===== src/rtl/bus_grant_arbiter_if.sv =====
// rtl/bus_grant_arbiter_if.sv - request/grant bundle between cores, memory and the bus arbiter
//
// Purpose: carries the per-core request vector, the shared-bus memory Ready
// and the arbiter's grant outputs for one bus (instruction or data).
// Signals:
//   Bus_RQ         [N_MASTERS]  request vector, bit i is core i's RQ
//   Bus_Mem_Ready  [1]          memory Ready as seen on the shared bus
//   Bus_GRANT      [N_MASTERS]  registered one-hot grant
//   Grant_Valid    [1]          high while any grant bit is high
//   Grant_Id       [ID_W]       index of current (or last) owner
//   Timeout_Pulse  [1]          one-cycle pulse on a forced revoke
// Modports:
//   master  requester side (drives RQ and Ready, observes grant)
//   slave   arbiter side (observes RQ and Ready, drives grant)

interface bus_grant_arbiter_if #(
  parameter int N_MASTERS = 4,
  parameter int ID_W      = 2
);
  logic [N_MASTERS-1:0] Bus_RQ;
  logic                 Bus_Mem_Ready;
  logic [N_MASTERS-1:0] Bus_GRANT;
  logic                 Grant_Valid;
  logic [ID_W-1:0]      Grant_Id;
  logic                 Timeout_Pulse;

  modport master (
    output Bus_RQ, Bus_Mem_Ready,
    input  Bus_GRANT, Grant_Valid, Grant_Id, Timeout_Pulse
  );

  modport slave (
    input  Bus_RQ, Bus_Mem_Ready,
    output Bus_GRANT, Grant_Valid, Grant_Id, Timeout_Pulse
  );
endinterface


===== src/rtl/bus_grant_arbiter.sv =====
// rtl/bus_grant_arbiter.sv - round-robin shared-bus arbiter with memory-Ready turnaround gap
//
// Purpose: grants the shared bus to one core at a time, round-robin from a
// rotating pointer. A grant is held until its owner drops RQ; the bus then
// sits idle until memory Ready has fallen before the next grant (RELEASE then
// IDLE, so at least two idle cycles between owners).
// Ports:
//   clk    system clock, rising edge
//   reset  asynchronous active-low reset
//   bus    bus_grant_arbiter_if.slave (Bus_RQ, Bus_Mem_Ready in;
//          Bus_GRANT, Grant_Valid, Grant_Id, Timeout_Pulse out, all registered)
// Optional feature macro: BUS_ARB_TIMEOUT_EN
//   defined   - a grant held for MAX_HOLD cycles is revoked, Timeout_Pulse
//               fires, and the revoked core is masked until its RQ goes low
//   undefined - no hold counter, mask fixed at 0, Timeout_Pulse tied low

module bus_grant_arbiter #(
  parameter int N_MASTERS = 4,
  parameter int ID_W      = 2,
  parameter int MAX_HOLD  = 64
) (
  input logic             clk,
  input logic             reset,
  bus_grant_arbiter_if.slave bus
);

  if (N_MASTERS < 2 || N_MASTERS > (1 << ID_W) || MAX_HOLD < 1) begin : g_bad_params
    $error("bus_grant_arbiter: illegal parameter combination");
  end

  localparam logic [1:0] ST_IDLE    = 2'd0;
  localparam logic [1:0] ST_BUSY    = 2'd1;
  localparam logic [1:0] ST_RELEASE = 2'd2;

  logic [1:0]           state_q, state_d;
  logic [ID_W-1:0]      ptr_q, ptr_d;
  logic [N_MASTERS-1:0] grant_q, grant_d;
  logic                 valid_q, valid_d;
  logic [ID_W-1:0]      id_q, id_d;

  logic [N_MASTERS-1:0] req_eff;
  logic                 sel_found;
  logic [ID_W-1:0]      sel_idx;
  logic [ID_W:0]        cand;
  logic [ID_W-1:0]      ptr_after_owner;

`ifdef BUS_ARB_TIMEOUT_EN
  localparam int HOLD_W = $clog2(MAX_HOLD + 1);

  logic [N_MASTERS-1:0] mask_q, mask_d;
  logic [HOLD_W-1:0]    hold_q, hold_d;
  logic                 tmo_q, tmo_d;
  logic                 hold_expired;

  // Counter starts at 0 on the grant edge, so reaching MAX_HOLD-1 while
  // still BUSY means the grant has been high for MAX_HOLD cycles.
  assign hold_expired = (hold_q == HOLD_W'(MAX_HOLD - 1));
  assign req_eff      = bus.Bus_RQ & ~mask_q;
  assign bus.Timeout_Pulse = tmo_q;
`else
  assign req_eff      = bus.Bus_RQ;
  assign bus.Timeout_Pulse = 1'b0;
`endif

  assign bus.Bus_GRANT   = grant_q;
  assign bus.Grant_Valid = valid_q;
  assign bus.Grant_Id    = id_q;

  assign ptr_after_owner = (id_q == ID_W'(N_MASTERS - 1)) ? '0 : id_q + 1'b1;

  // First eligible requester at or above the pointer, wrapping to 0.
  always_comb begin
    sel_found = 1'b0;
    sel_idx   = '0;
    cand      = '0;
    for (int i = 0; i < N_MASTERS; i++) begin
      cand = {1'b0, ptr_q} + (ID_W+1)'(i);
      if (cand >= (ID_W+1)'(N_MASTERS)) begin
        cand = cand - (ID_W+1)'(N_MASTERS);
      end
      if (!sel_found && req_eff[cand[ID_W-1:0]]) begin
        sel_found = 1'b1;
        sel_idx   = cand[ID_W-1:0];
      end
    end
  end

  always_comb begin
    state_d = state_q;
    ptr_d   = ptr_q;
    grant_d = grant_q;
    valid_d = valid_q;
    id_d    = id_q;
`ifdef BUS_ARB_TIMEOUT_EN
    // A mask bit survives only while that core keeps RQ high.
    mask_d  = mask_q & bus.Bus_RQ;
    hold_d  = hold_q;
    tmo_d   = 1'b0;
`endif

    case (state_q)
      ST_IDLE: begin
        if (sel_found) begin
          grant_d          = '0;
          grant_d[sel_idx] = 1'b1;
          valid_d          = 1'b1;
          id_d             = sel_idx;
          state_d          = ST_BUSY;
`ifdef BUS_ARB_TIMEOUT_EN
          hold_d           = '0;
`endif
        end
      end

      ST_BUSY: begin
        if (!bus.Bus_RQ[id_q]) begin
          grant_d = '0;
          valid_d = 1'b0;
          ptr_d   = ptr_after_owner;
          state_d = ST_RELEASE;
        end
`ifdef BUS_ARB_TIMEOUT_EN
        else if (hold_expired) begin
          grant_d      = '0;
          valid_d      = 1'b0;
          ptr_d        = ptr_after_owner;
          state_d      = ST_RELEASE;
          tmo_d        = 1'b1;
          mask_d[id_q] = 1'b1;
        end else if (hold_q != HOLD_W'(MAX_HOLD)) begin
          hold_d = hold_q + 1'b1;
        end
`endif
      end

      ST_RELEASE: begin
        // Previous transaction is over only once memory has dropped Ready.
        if (!bus.Bus_Mem_Ready) begin
          state_d = ST_IDLE;
        end
      end

      default: state_d = ST_IDLE;
    endcase
  end

  always_ff @(posedge clk or negedge reset) begin
    if (!reset) begin
      state_q <= ST_IDLE;
      ptr_q   <= '0;
      grant_q <= '0;
      valid_q <= 1'b0;
      id_q    <= '0;
`ifdef BUS_ARB_TIMEOUT_EN
      mask_q  <= '0;
      hold_q  <= '0;
      tmo_q   <= 1'b0;
`endif
    end else begin
      state_q <= state_d;
      ptr_q   <= ptr_d;
      grant_q <= grant_d;
      valid_q <= valid_d;
      id_q    <= id_d;
`ifdef BUS_ARB_TIMEOUT_EN
      mask_q  <= mask_d;
      hold_q  <= hold_d;
      tmo_q   <= tmo_d;
`endif
    end
  end

endmodule


===== src/flat_wrapper.sv =====
// flat-port wrapper written by rule: the top's interface ports become plain ports
module bus_grant_arbiter_flat 
#(
  parameter int N_MASTERS = 4,
  parameter int ID_W      = 2,
  parameter int MAX_HOLD  = 64
)
  (clk, reset, bus_Bus_RQ, bus_Bus_Mem_Ready, bus_Bus_GRANT, bus_Grant_Valid, bus_Grant_Id, bus_Timeout_Pulse);
  bus_grant_arbiter_if #(.N_MASTERS(N_MASTERS), .ID_W(ID_W)) bus_i ();
  input logic clk;
  input logic reset;
  input wire logic [$bits(bus_i.Bus_RQ)-1:0] bus_Bus_RQ;
  input wire logic [$bits(bus_i.Bus_Mem_Ready)-1:0] bus_Bus_Mem_Ready;
  output wire logic [$bits(bus_i.Bus_GRANT)-1:0] bus_Bus_GRANT;
  output wire logic [$bits(bus_i.Grant_Valid)-1:0] bus_Grant_Valid;
  output wire logic [$bits(bus_i.Grant_Id)-1:0] bus_Grant_Id;
  output wire logic [$bits(bus_i.Timeout_Pulse)-1:0] bus_Timeout_Pulse;
  assign bus_i.Bus_RQ = bus_Bus_RQ;
  assign bus_i.Bus_Mem_Ready = bus_Bus_Mem_Ready;
  assign bus_Bus_GRANT = bus_i.Bus_GRANT;
  assign bus_Grant_Valid = bus_i.Grant_Valid;
  assign bus_Grant_Id = bus_i.Grant_Id;
  assign bus_Timeout_Pulse = bus_i.Timeout_Pulse;
  bus_grant_arbiter #(.N_MASTERS(N_MASTERS), .ID_W(ID_W), .MAX_HOLD(MAX_HOLD)) u_core (.clk(clk), .reset(reset), .bus(bus_i));
endmodule

===== config.mk =====
export PLATFORM = sky130hd
export DESIGN_NAME = bus_grant_arbiter_flat
export DESIGN_NICKNAME = d
export VERILOG_FILES = /design/src/rtl/bus_grant_arbiter_if.sv /design/src/rtl/bus_grant_arbiter.sv /design/src/flat_wrapper.sv
export SDC_FILE = /design/constraint.sdc
export NUM_CORES = 1
export LEC_CHECK = 0
export ABC_AREA = 0
export CAP_MARGIN = 20
export CORE_MARGIN = 2
export CORE_UTILIZATION = 41
export CTS_CLUSTER_SIZE = 40
export DETAILED_ROUTE_END_ITERATION = 10
export GPL_TIMING_DRIVEN = 0
export PLACE_DENSITY_LB_ADDON = 0.08
export SYNTH_ARGS = -nofsm -noshare
export SYNTH_HDL_FRONTEND = slang
export SYNTH_SLANG_ARGS = --single-unit

===== constraint.sdc =====
create_clock -name clk -period 1.75 [get_ports clk]
set_clock_uncertainty 0.15 [all_clocks]
set_input_delay 0.525 -clock clk [delete_from_list [all_inputs] [get_ports clk]]
set_output_delay 0.525 -clock clk [all_outputs]
set_load 0.01 [all_outputs]

==> flow_summary.yaml <==
outcome:
  run_status: "finished clean"
clock_tree:
  cts-root-buf: "sky130_fd_sc_hd__clkbuf_4"
  worst_skew_pair_later_pin_latency_ns: 0.26
  clkTransAtPathRegs_ns: 0.07
  cts_tree: "done"
  num_cts_buffers: 3
  cts.sinks: 11
  ctsHtreeMaxLevel: 1
  clock_tree.buffer_depth: 2
timing:
  finalWorstPathRequiredPeriod_ns: 1.71
  max_freq_mhz: 586
  unrepaired_setup_endpoints_after_global_routing: "no"
  timing.final.crit_share: 0.975
  timing.final.ws_setup_ns: 0.0434
  final-hold-violation-count: 0
  timing_max_transition_violations_final: 0
  finalSetupViolCount: 0
final_layout:
  post-route-cell-area_sq_um: 762
  n_antenna_cell: 0
  layout.cells.most_common_list: "sky130_fd_sc_hd__dfrtp_1 (10), sky130_fd_sc_hd__nand2_1 (9), sky130_fd_sc_hd__dlygate4sd2_1 (7)"
  syn_to_final_growth_pct: 33.0
  ff_latch_area_sq_um: 277
  drive_gt1_frac: 0.240
  final.fill_count: 123
  mostFrequentLayoutCell: "sky130_fd_sc_hd__dfrtp_1"
  multi_input_comb_area_sq_um: 282
  layout.nets: 84
global_route:
  grt.overflow.total: 0
  grt_pass1_vias: 399
  global_route_wire_length_before_repair_mm: 1.75
  grt_max_degree: 12
  initial_antenna_violation_count: 0
  total_routing_usage_gr: 0.165
drt:
  drc: 0
  wl_met3_um: 68
  ant_nets: 0
  met1Wirelength_um: 596
  drtPass1Iterations: 3
  drt-vias-per-instance: 5.44
  highest-signal-layer: "met3"
  drtIter0Drc: 15
  routed_length_on_met2_um: 536
  finalWirelength_mm: 1.20
  drt-wirelength-per-cell_um: 13.3
  route.vias.total: 490
die:
  die_height_um: 41.4
  design.core.area_sq_um: 1300
  fp.dieArea_sq_um: 1710
  die_w_um: 41.4
  effective_utilization_at_floorplan: 0.440
  placement_rows: 13
  io-pin-count: 15
worst_setup_path:
  criticalPathCategory: "in -> reg"
  cpPeakStageDelay_ns: 0.50
  crit_path_end_kind: "flop"
  crit_path_top_delay_cell: "sky130_fd_sc_hd__mux4_2"
  critical_path_arrival_ns: 1.71
  crit_required_ns: 1.75
  critical_path.cell_chain: "clkdlybuf4s15_2 > mux4_2 > nand2b_4 > a32o_1"
  worstPathMaxFanout: 8
  worstSetupStartpointType: "input port"
synth:
  yosys.cell_types.count: 25
  synth.cell_area_sq_um: 573
  synth_seq_cells: 11
  synthesis.yosys.warnings: 0
  average_cell_area_after_synthesis_sq_um: 10.1
  postSynthNetCount: 65
  yosysSeqAreaShare: 0.480
  syn-instance-count: 57
placement:
  setup_ws_pre_cts_ns: -0.586
  dpl_cell_area_sq_um: 722
  hpwl_um: 879
  placement.io_buffers: 13
  gpl.final_weighted_congestion: 0.721
pwr:
  total_leakage_power_uw: 0.000349
  peakVddDrop_uv: 854
  pwr_dens_nw_per_um2: 1690
worst_hold_path:
  timing.hold.worst.class: "reg -> reg"
flow_run:
  drv.max_cap_violation_count: 0
==> worst max-delay path, delay by kind of cell <==
| family | cells | cell delay, ns |
|---|---|---|
| muxes | 1 | 0.50 |
| and+or+nand+nor | 1 | 0.20 |
| AOI/OAI and AO/OA | 1 | 0.26 |
| buffers and inverters | 1 | 0.22 |
==> path summary, 6_finish.rpt <==
check	from	endpoint	slack, ns	cells after the start
hold / removal	u_core.state_q[1]	u_core.state_q[0]	0.32	1
min in group asynchronous	reset	u_core.bus.Grant_Valid	0.44	1
max in group asynchronous	reset	u_core.bus.Grant_Id[0]	0.66	1
hold reg to reg	u_core.state_q[1]	u_core.state_q[0]	0.32	1
setup / recovery	bus_Bus_RQ[3]	u_core.bus.Bus_GRANT[0]	0.04	4
setup reg to reg	u_core.bus.Grant_Id[0]	u_core.bus.Bus_GRANT[0]	0.07	3
==> Yosys cell counts (all sizes together) <==
cell type,instances,area (sq um)
o21ai,5,25.0
nand3,2,10.0
dfrtp,11,275
nor2,4,15.0
a32o,2,20.0
a32oi,1,8.76
or3,1,6.26
buf,3,23.8
a221oi,1,8.76
and2b,1,7.51
nand2b,1,13.8
nor2b,3,18.8
nor4,1,6.26
mux4,1,22.5
ha,1,12.5
a21oi,3,15.0
inv,1,3.75
o31ai,3,22.5
nand2,9,33.8
o221ai,1,8.76
o221a,1,11.3
conb,1,3.75
==> cell families (layout without fill, tap and decap cells) <==
kind of cell,after synthesis,in the layout,synth area share
AOI/OAI and AO/OA,17,17,0.210
muxes,1,1,0.0393
and+or+nand+nor,22,22,0.194
adders and majority gates,1,1,0.0218
other,1,1,0.00654
buffers and inverters,4,22,0.0480
DFF,11,11,0.480
==> power by group <==
group	total [uW]	switching, uW	internal [uW]	leakage (uW)
clock network	172	88.1	84.4	0.0000177
registers	466	94.5	371	0.000136
logic	651	337	313	0.000195
total	1290	520	769	0.000349
==> through the flow <==
step	util	total power (uW)	hold slack [ns]	std cells	setup TNS (ns)
after CTS	0.589	1320	0.324	91	0
final	0.586	1290	0.321	90	0
after floorplan	-	886	0.0794	57	-0.0113
after detailed placement	0.555	1140	0.315	85	-4.96
after global placement	0.555	1130	0.306	85	-4.86
after global routing	0.586	1380	0.344	90	0
==> layout make-up <==
cell class              instances  area share
plain buffers                   2      0.0164
clock buffers                   3      0.0296
inverters                       1     0.00493
clock inverters                 1     0.00657
flip-flops and latches         11       0.363
multi-input cells              42       0.369
repair buffers                 15       0.186
well taps                      15      0.0246
==> timing repair <==
action | CTS | global route
gates resized for setup | 21 | 1
buffers inserted | 2 | 0
gates cloned | 0 | 0
endpoints found under the setup margin | 17 | 5
hold buffers | 0 | 0
==> per-layer routing <==
metal  global-route usage  up-vias
li1                     -      244
met1                0.247      234
met2                0.219       12
met3               0.0479        0
met4               0.0726        0
met5                    0        -
==> sequential cells by signal, summed over array words and instances, names as in the netlist <==
register	flops
u_core.bus.Grant_Valid	1
u_core.state_q	2
u_core.bus.Grant_Id	2
u_core.bus.Bus_GRANT	4
u_core.ptr_q	2
Power figures use the tool's default switching activity.
